### src/rtl/mem_stage.sv
// Memory/writeback stage after the ALU: ALU ops retire in 1 cycle, ldr/str run a
// req/ack access with timeout. in_ready drops for the whole access.
module mem_stage #(
  parameter int DATA_W  = 16,
  parameter int RD_W    = 3,
  parameter int TIMEOUT = 15
) (
  input  logic              clk,
  input  logic              rst,
  input  logic              in_valid,
  output logic              in_ready,
  input  logic [DATA_W-1:0] alu_out,
  input  logic              alu_zero,
  input  logic [3:0]        op,
  input  logic [DATA_W-1:0] store_data,
  input  logic [RD_W-1:0]   rd,
  output logic              mem_req,
  output logic              mem_we,
  output logic [DATA_W-1:0] mem_addr,
  output logic [DATA_W-1:0] mem_wdata,
  input  logic              mem_ack,
  input  logic [DATA_W-1:0] mem_rdata,
  output logic              wb_valid,
  output logic              wb_en,
  output logic [RD_W-1:0]   wb_rd,
  output logic [DATA_W-1:0] wb_data,
  output logic              branch_taken,
  output logic              mem_err
);

  localparam logic [3:0] OP_ADD  = 4'd0;
  localparam logic [3:0] OP_ADDI = 4'd1;
  localparam logic [3:0] OP_SUB  = 4'd2;
  localparam logic [3:0] OP_AND  = 4'd3;
  localparam logic [3:0] OP_OR   = 4'd4;
  localparam logic [3:0] OP_XOR  = 4'd5;
  localparam logic [3:0] OP_NOT  = 4'd6;
  localparam logic [3:0] OP_SLT  = 4'd7;
  localparam logic [3:0] OP_LSL  = 4'd8;
  localparam logic [3:0] OP_LSR  = 4'd9;
  localparam logic [3:0] OP_BEQ  = 4'd10;
  localparam logic [3:0] OP_LDR  = 4'd11;
  localparam logic [3:0] OP_STR  = 4'd12;

  localparam logic [7:0] TMO = 8'(TIMEOUT);

  typedef enum logic {IDLE, ACCESS} state_t;

  state_t              state_q, state_d;
  logic [7:0]          cnt_q, cnt_d;
  logic                is_ldr_q, is_ldr_d;
  logic [RD_W-1:0]     rd_q, rd_d;
  logic                mem_req_q, mem_req_d;
  logic                mem_we_q, mem_we_d;
  logic [DATA_W-1:0]   mem_addr_q, mem_addr_d;
  logic [DATA_W-1:0]   mem_wdata_q, mem_wdata_d;
  logic                wb_valid_q, wb_valid_d;
  logic                wb_en_q, wb_en_d;
  logic [RD_W-1:0]     wb_rd_q, wb_rd_d;
  logic [DATA_W-1:0]   wb_data_q, wb_data_d;
  logic                branch_q, branch_d;
  logic                err_q, err_d;
  logic                alu_wr;

  // Register-writing ALU ops; beq and unknown opcodes retire without a write.
  always_comb begin
    alu_wr = 1'b0;
    case (op)
      OP_ADD, OP_ADDI, OP_SUB, OP_AND, OP_OR,
      OP_XOR, OP_NOT, OP_SLT, OP_LSL, OP_LSR: alu_wr = 1'b1;
      default:                                alu_wr = 1'b0;
    endcase
  end

  always_comb begin
    state_d     = state_q;
    cnt_d       = cnt_q;
    is_ldr_d    = is_ldr_q;
    rd_d        = rd_q;
    mem_req_d   = mem_req_q;
    mem_we_d    = mem_we_q;
    mem_addr_d  = mem_addr_q;
    mem_wdata_d = mem_wdata_q;
    wb_valid_d  = 1'b0;
    wb_en_d     = 1'b0;
    wb_rd_d     = wb_rd_q;
    wb_data_d   = wb_data_q;
    branch_d    = 1'b0;
    err_d       = 1'b0;
    case (state_q)
      IDLE: begin
        if (in_valid) begin
          if (op == OP_LDR || op == OP_STR) begin
            state_d     = ACCESS;
            cnt_d       = 8'd0;
            is_ldr_d    = (op == OP_LDR);
            rd_d        = rd;
            mem_req_d   = 1'b1;
            mem_we_d    = (op == OP_STR);
            mem_addr_d  = alu_out;
            mem_wdata_d = (op == OP_STR) ? store_data : '0;
          end else begin
            wb_valid_d = 1'b1;
            wb_en_d    = alu_wr;
            wb_rd_d    = rd;
            wb_data_d  = alu_out;
            branch_d   = (op == OP_BEQ) && alu_zero;
          end
        end
      end
      ACCESS: begin
        // Ack takes priority over a timeout landing on the same edge.
        if (mem_ack) begin
          state_d    = IDLE;
          mem_req_d  = 1'b0;
          mem_we_d   = 1'b0;
          wb_valid_d = 1'b1;
          wb_en_d    = is_ldr_q;
          wb_rd_d    = rd_q;
          wb_data_d  = is_ldr_q ? mem_rdata : '0;
        end else if (cnt_q == TMO) begin
          state_d    = IDLE;
          mem_req_d  = 1'b0;
          mem_we_d   = 1'b0;
          wb_valid_d = 1'b1;
          wb_rd_d    = rd_q;
          wb_data_d  = '0;
          err_d      = 1'b1;
        end else begin
          cnt_d = cnt_q + 8'd1;
        end
      end
      default: state_d = IDLE;
    endcase
  end

  always_ff @(posedge clk) begin
    if (rst) begin
      state_q     <= IDLE;
      cnt_q       <= 8'd0;
      is_ldr_q    <= 1'b0;
      rd_q        <= '0;
      mem_req_q   <= 1'b0;
      mem_we_q    <= 1'b0;
      mem_addr_q  <= '0;
      mem_wdata_q <= '0;
      wb_valid_q  <= 1'b0;
      wb_en_q     <= 1'b0;
      wb_rd_q     <= '0;
      wb_data_q   <= '0;
      branch_q    <= 1'b0;
      err_q       <= 1'b0;
    end else begin
      state_q     <= state_d;
      cnt_q       <= cnt_d;
      is_ldr_q    <= is_ldr_d;
      rd_q        <= rd_d;
      mem_req_q   <= mem_req_d;
      mem_we_q    <= mem_we_d;
      mem_addr_q  <= mem_addr_d;
      mem_wdata_q <= mem_wdata_d;
      wb_valid_q  <= wb_valid_d;
      wb_en_q     <= wb_en_d;
      wb_rd_q     <= wb_rd_d;
      wb_data_q   <= wb_data_d;
      branch_q    <= branch_d;
      err_q       <= err_d;
    end
  end

  assign in_ready     = (state_q == IDLE);
  assign mem_req      = mem_req_q;
  assign mem_we       = mem_we_q;
  assign mem_addr     = mem_addr_q;
  assign mem_wdata    = mem_wdata_q;
  assign wb_valid     = wb_valid_q;
  assign wb_en        = wb_en_q;
  assign wb_rd        = wb_rd_q;
  assign wb_data      = wb_data_q;
  assign branch_taken = branch_q;
  assign mem_err      = err_q;

endmodule
### config.mk
export PLATFORM = sky130hd
export DESIGN_NAME = mem_stage
export DESIGN_NICKNAME = d
export VERILOG_FILES = /design/src/rtl/mem_stage.sv
export SDC_FILE = /design/constraint.sdc
export NUM_CORES = 1
export LEC_CHECK = 0
export BUFFER_PORTS_ARGS = -buffer_cell sky130_fd_sc_hd__buf_4
export CAP_MARGIN = 20
export CORE_MARGIN = 5
export CORE_UTILIZATION = 39
export DETAILED_ROUTE_END_ITERATION = 12
export PLACE_DENSITY_LB_ADDON = 0.15
export SLEW_MARGIN = 0
export SYNTH_ARGS = -nofsm -noshare
export SYNTH_HDL_FRONTEND = slang
export SYNTH_SLANG_ARGS = --single-unit
### constraint.sdc
create_clock -name clk -period 3.05 [get_ports clk]
set_input_delay 0.305 -clock clk [delete_from_list [all_inputs] [get_ports clk]]
set_output_delay 0.305 -clock clk [all_outputs]
set_load 0.05 [all_outputs]
# Yosys cells after proc, flatten, opt, wreduce, memory -nomap -nowiden
# Memories as Yosys holds them, arrays and structs flattened.
# Cells that the tools add are included.
# op_classes
n_eq_ne,10
n_addsub,1
n_bitwise,2
muxes,39
reduce_logical,8
# ops
operator,count
$mux 16,6
$mux 8,4
$pmux 16 s2,1
$mux 1,17
$pmux 8 s2,1
$eq 4x4->1 const B,3
$mux 3,4
$pmux 1 s2,5
$reduce_and 3->1,3
$add 8x1->8 const B,1
$eq 8x4->1 const B,1
$ne 2x2->1 const B,4
$pmux 3 s2,1
$reduce_and 4->1,1
$reduce_or 4->1,1
$ne 3x2->1 const B,1
$reduce_or 3->1,1
$ne 2x1->1 const B,1
$not 1->1,2
$logic_and 1x1->1,1
$logic_or 1x1->1,1
# totals
out_inout_bits,58
elab_cells,75
regBits,70
memories,1
mem_bits_ro,16
# memory_table
name,words,width,read_ports,rd_clocked_by_memory_dff,wr,line,source
(no name shown),16,1,1,0,0,68,case (op)

# Depth between registers and ports, before layout
# Gate-level depths: netlist of the first run.
# depth
ltp_word,5
ltp_mapped,6
mapped_depth_nobuf,5

# Worst setup path after synthesis of the first run
# Ideal clock, no wire load.
# synth_timing
path_kind,register -> register
startpoint,reg cnt_q[0]
endpoint,"reg wb_data_q[10], in the netlist wb_data[10]"
setup_slack_ps,1305
setup_ps,151
path_buffers,1
stages_incl_launch_ff,6
t_arrival_ps,1595
required_ps,2899
path_cell_list,dfxtp_1 > ha_1 > and4_1 > a22oi_1 > clkbuf_1 > a311oi_2
# synth_via
elab_chain_len,3
# synth_lines
element,line,source
from (decl),50,"logic [7:0] cnt_q, cnt_d;"
from (signal assigned),155,cnt_q <= cnt_d;
$eq 8x4->1,121,end else if (cnt_q == TMO) begin
$ne 3x2->1 (no line),-,
$reduce_and 3->1 (no line),-,
to (signal assigned),165,wb_data_q <= wb_data_d;
to (decl),60,"logic [DATA_W-1:0] wb_data_q, wb_data_d;"
# No other way between the ends.
# A chain may end at the register's enable or synchronous reset.

# Final worst setup path of the first run
# layout_timing
startpoint,reg state_q
endpoint,out in_ready
# layout_via
elab_chain_len,1
# layout_lines
element,line,source
from (decl),49,"state_t state_q, state_d;"
from (signal assigned),154,state_q <= state_d;
$not 1->1 (no line),-,
to (decl),11,"output logic in_ready,"
# No other way between the ends.

==> flow_summary.yaml, run 1 <==
setup_path:
  cp.required_ns: 2.74
  path_buf_inv: 2
  crit_chain: "clkinv_1 > buf_4"
  start_kind: "flip-flop"
  reg2reg_to: "wb_data[5]"
  slowest_delay_ns: 0.63
  endpoint_kind: "primary output"
  crit_slowest_cell: "dfxtp_1"
  path_delay_family: "buffers and inverters"
  timing_worst_setup_path_type: "flip-flop to primary output"
  rr_worst_depth: 3
  cp.arrival_ns: 1.93
  crit_path_max_fanout: 17
  r2r-start: "state_q"
  rrSetupSlack_ns: 1.04
global_routing:
  overflow: 0
  grt_max_degree: 70
  first_global_vias: 2770
  grtUsageTotal_pct: 16.8
  grt_pass1_wl_mm: 13.5
  antenna_found_initial: 0
logic_synthesis:
  synth_area_mm2: 0.00304
  yosysSeqAreaShare_pct: 46.1
  synth-edff-count: 0
  synth_cells: 322
  ys_seq_elements: 70
  ys_warn_count: 0
  async_flop_share_pct: 0
  syn-num-nets: 383
  dominantRegCellSynth: "dfxtp_1"
  avgSynthCellArea_um2: 9.44
  synth.distinct_cells: 45
place:
  placed_area_mm2: 0.00396
  portBuffers: 117
  hpwl_mm: 5.65
  place_congestion: 0.807
power:
  p_seq_share_pct: 47.4
  comb_power_share_pct: 18.0
  pwr-share-clk_pct: 34.6
  powerDensity_mw_per_mm2: 494
  irDropWorstVdd_v: 0.000203
  swShare_pct: 28.4
  power_w: 0.00204
  internal_power_w: 0.00146
  net-switching-power_w: 0.000580
  power_leakage_nw: 1.64
sta:
  fmax_mhz: 448
  setup_viol: 0
  finClkSkew_ns: 0.00946
  final_max_slew_viol_count: 0
  tns_ns: 0
  timing.slew.headroom_pct: 43.4
  rsz0062_at_grt: "no"
  finalCriticalPeriod_ns: 2.23
  hold_violations: 0
  tightest_slew_ns: 0.848
  min_period_over_period_pct: 73.2
drt:
  via_count: 2800
  postRouteAntennaNets: 0
  first_pass_iters: 7
  drc: 0
  wl_per_cell_um: 15.3
  vias_per_cell: 5.23
  totalWireLength_mm: 8.18
  drtIter0Drc: 162
finish:
  multi_input_area_mm2: 0.00141
  final_common_cell: "buf_4"
  drive_gt1_share_pct: 39.3
  antenna_cells: 0
  nFillCells: 710
  layout.nets: 489
  area.sequential_mm2: 0.00140
  area_delta_synth_final_pct: 36.1
  most-common-layout-cells: "buf_4 (124), dfxtp_1 (70), nand2_1 (43)"
  fin_area_mm2: 0.00414
run:
  cap_violations: 0
clock_tree:
  postCtsSetupRepairBufs: 0
  clock_path_buffers: 2
  cts_hold_buf: 0
  cts_made_buffers: 9
  cts_sinks: 70
  cts_htree_levels: 3
  clk_pin_slew_ns: 0.07
  cts_root_buffer: "clkbuf_8"
  post_cts_resized: 0
  clk_latency_ns: 0.34
  cts_tree: "done"
floorplan:
  row_count: 32
  die_w_um: 98.3
  io_pins: 118
  chipHeight_um: 98.3
  coreArea_mm2: 0.00765
  start_util_pct: 39.8
  dieArea_mm2: 0.00966
min_path:
  worstHoldPathCells: 2
  hp-start: "op[2]"
  min_to: "branch_taken"
  hp-class: "primary input to flip-flop"
run_status:
  status: "finished, final reports clean"
==> registers in the layout, indices dropped and copies added, names as in the netlist, 3 cells and up <==
register / count
mem_wdata: 16
wb_data: 16
rd_q: 3
cnt_q: 8
mem_addr: 16
wb_rd: 3
==> synth_stat cells (2+ instances only) <==
master    count  area, µm²
nand2b_1      3       18.8
a311oi_1      2       17.5
a221oi_2      3       45.0
inv_1        23       86.3
a22oi_1      18        135
and2_1        2       12.5
and3_1        2       12.5
nand3b_1      3       22.5
o32ai_1       2       17.5
a21oi_1      28        140
nand2_1      43        161
dfxtp_1      70       1400
buf_6         3       33.8
nor4_1        2       12.5
buf_2        10       50.1
nor2_1       20       75.1
o211ai_1      2       15.0
o22ai_1       2       12.5
clkbuf_1     13       48.8
nand3_1       4       20.0
buf_4         2       15.0
nor2b_1       5       31.3
a222oi_1     16        160
a311oi_2     20        300
o21ai_0       4       20.0
==> metal layers <==
layer	vias to the layer above	wire length (µm)	track usage, %
li1	1399	-	-
met1	1297	3580	21.8
met2	97	3800	25.9
met3	7	715	5.79
met4	0	83	6.30
met5	-	0	0
==> logic make-up (layout without fill, tap and decap cells) <==
group                    after synthesis  after routing  synth area share (%)
AND/OR/NAND/NOR                       95             95                  15.1
buffers and inverters                 53            164                  7.94
adder cells (fa/ha/maj)                1              1                 0.411
flip-flops                            70             70                  46.1
AO/OA/AOI/OAI                        103            103                  30.5
==> metrics by stage <==
step           worst slack, ns  utilization, %  instances  hold slack (ns)
2_1_floorplan             1.30               -        322            0.382
3_3_place_gp              1.04            51.7        519            0.444
3_5_place_dp             0.982            51.7        519            0.447
4_1_cts                  0.809            54.1        535            0.159
5_1_grt                  0.632            54.1        535            0.176
6_report                 0.816            54.1        535            0.182
==> area by class of cell <==
class	count	area share [%]
multi-input cells	199	34.0
inverters	24	2.18
flip-flops and latches	70	33.9
clock inverters	5	1.21
repair buffers	124	22.5
well taps	102	3.08
clock buffers	11	3.18
==> power groups by stage <==
stage,registers (W),clock network (W),logic [W]
2_1_floorplan,0.00110,0,0.000127
3_3_place_gp,0.000988,0,0.000369
3_5_place_dp,0.000989,0,0.000372
4_1_cts,0.000968,0.000733,0.000372
5_1_grt,0.000972,0.000774,0.000394
6_report,0.000968,0.000707,0.000369
==> worst max path at each step <==
| stage | startpoint | end | slack, ns | depth (start not counted) |
|---|---|---|---|---|
| 3_5_place_dp | op[1] | wb_data[5] | 0.98 | 6 |
| 2_1_floorplan | cnt_q[0] | wb_data[10] | 1.30 | 5 |
| 6_report | state_q | in_ready | 0.82 | 2 |
| 5_1_grt | state_q | in_ready | 0.63 | 2 |
| 3_3_place_gp | op[1] | wb_data[7] | 1.04 | 6 |
| 4_1_cts | state_q | in_ready | 0.81 | 2 |
(Power assumes the default switching activity.)
==> run 2, diff against run 1 <==
==> constraint.sdc (replaced) <==
create_clock -name clk -period 1.9 [get_ports clk]
set_input_delay 0.19 -clock clk [delete_from_list [all_inputs] [get_ports clk]]
set_output_delay 0.19 -clock clk [all_outputs]
set_load 0.05 [all_outputs]
==> run 2 against run 1 <==
Net effect: sequential share of layout area fell by 0.72 points; clock power rose by 92%; critical path depth rose by 4; cell count rose by 0.56%; highest routed layer unchanged; die area did not move; via count rose by 1.8%; clock skew rose by 0.0026 ns; design area rose by 2.2%; register-to-register slack got worse by 0.88 ns.
==> flow_summary.yaml, run 2 (same netlist as run 1, synthesis figures left out) <==
drt:
  postRouteAntennaNets: 0
  drc: 0
  drtIter0Drc: 101
  via_count: 2850
  vias_per_cell: 5.30
  first_pass_iters: 5
  wl_per_cell_um: 15.8
  totalWireLength_mm: 8.49
finish:
  area_delta_synth_final_pct: 39.1
  final_core_utilization_pct: 55.3
  layout.nets: 492
  drive_gt1_share_pct: 39.9
  antenna_cells: 0
  nFillCells: 713
  fin_area_mm2: 0.00423
  most-common-layout-cells: "buf_4 (125), dfxtp_1 (70), nand2_1 (43)"
  final_common_cell: "buf_4"
power:
  comb_power_share_pct: 17.2
  power_leakage_nw: 1.68
  pwr-share-clk_pct: 38.7
  internal_power_w: 0.00253
  net-switching-power_w: 0.000987
  irDropWorstVdd_v: 0.000401
  powerDensity_mw_per_mm2: 833
  swShare_pct: 28.0
  p_seq_share_pct: 44.1
place:
  place_congestion: 0.758
  post-place-ws_ns: 0.172
  portBuffers: 117
  placed_area_mm2: 0.00400
  hpwl_mm: 5.83
floorplan:
  start_util_pct: 39.8
  chipHeight_um: 98.3
  dieArea_mm2: 0.00966
  io_pins: 118
  die_w_um: 98.3
  coreArea_mm2: 0.00765
  row_count: 32
setup_path:
  slowest_delay_ns: 0.34
  rr_worst_depth: 6
  cp.required_ns: 2.15
  path_delay_family: "compound AO/OA/AOI/OAI gates"
  crit_chain: "ha_1 > and4_1 > a22oi_2 > buf_12 > a222oi_1 > a311oi_1"
  crit_slowest_cell: "dfxtp_1"
  cp.arrival_ns: 1.99
  crit_path_max_fanout: 41
  start_kind: "flip-flop"
  endpoint_kind: "flip-flop"
  path_buf_inv: 1
  cp_num_cells: 6
  timing_worst_setup_path_type: "flip-flop to flip-flop"
sta:
  worst_slack_ns: 0.162
  finalCriticalPeriod_ns: 1.74
  setup_viol: 0
  final_max_slew_viol_count: 0
  tightest_slew_ns: 0.693
  fmax_mhz: 575
  rsz0062_at_grt: "no"
  hold_violations: 0
  finClkSkew_ns: 0.0120
  holdWs_ns: 0.0614
  timing.slew.headroom_pct: 53.7
  min_period_over_period_pct: 91.5
  tns_ns: 0
clock_tree:
  clk_pin_slew_ns: 0.08
  clock_path_buffers: 2
  cts_tree: "done"
  cts_htree_levels: 3
  cts_root_buffer: "clkbuf_8"
  postCtsSetupRepairBufs: 0
  cts_hold_buf: 0
  cts_made_buffers: 9
  clk_latency_ns: 0.35
  post_cts_resized: 0
  cts_sinks: 70
min_path:
  worstHoldPathCells: 2
  hp-class: "primary input to flip-flop"
global_routing:
  grt_max_degree: 48
  overflow: 0
  antenna_found_initial: 0
  grtUsageTotal_pct: 17.4
  grt_pass1_wl_mm: 13.7
  first_global_vias: 2792
run_status:
  status: "finished, final reports clean"
run:
  cap_violations: 0
## run 2: power groups by stage
stage	registers (W)	logic [W]	clock network [W]
after floorplan	0.00176	0.000205	0
after global placement	0.00158	0.000603	0
after detailed placement	0.00159	0.000610	0
after CTS	0.00155	0.000611	0.00140
after global routing	0.00156	0.000645	0.00146
final	0.00155	0.000607	0.00136
## run 2: per-stage QoR
| stage | instances | power [W] |
|---|---|---|
| 4_1_cts | 538 | 0.00357 |
| 2_1_floorplan | 322 | 0.00196 |
| 5_1_grt | 538 | 0.00366 |
| 3_5_place_dp | 522 | 0.00220 |
| 3_3_place_gp | 522 | 0.00219 |
| 6_report | 538 | 0.00352 |
## run 2: cell type report
type	count	area [µm²]	share of cell area [%]
clock buffers	11	141	3.34
multi-input cells	199	1410	33.3
clock inverters	5	82.6	1.95
inverters	24	90.1	2.13
repair buffers	127	978	23.1
well taps	102	128	3.02
flip-flops and latches	70	1400	33.1
## run 2: path summary, 6_finish.rpt
path	from	slack, ns	endpoint
worst max-delay path	cnt_q[0]	0.16	wb_data[4]
worst max register to register	cnt_q[0]	0.16	wb_data[4]
worst min-delay path	op[2]	0.06	branch_taken
worst min register to register	mem_addr[5]	0.46	mem_addr[5]
## run 2: routing by layer
metal | vias to the layer above | part of all wire [%] | global-route usage (%)
met5 | - | 0 | 0
met4 | 0 | 1.2 | 7.25
met3 | 11 | 9.3 | 6.50
met2 | 103 | 46 | 27.4
met1 | 1333 | 43 | 21.3
li1 | 1403 | - | -
## run 2: worst register-to-register path, cell delays in order, from the launching register on
cell and delay (ns):
dfxtp_1 0.34, ha_1 0.25, and4_1 0.22, a22oi_2 0.19, buf_12 0.27, a222oi_1 0.14, a311oi_1 0.25
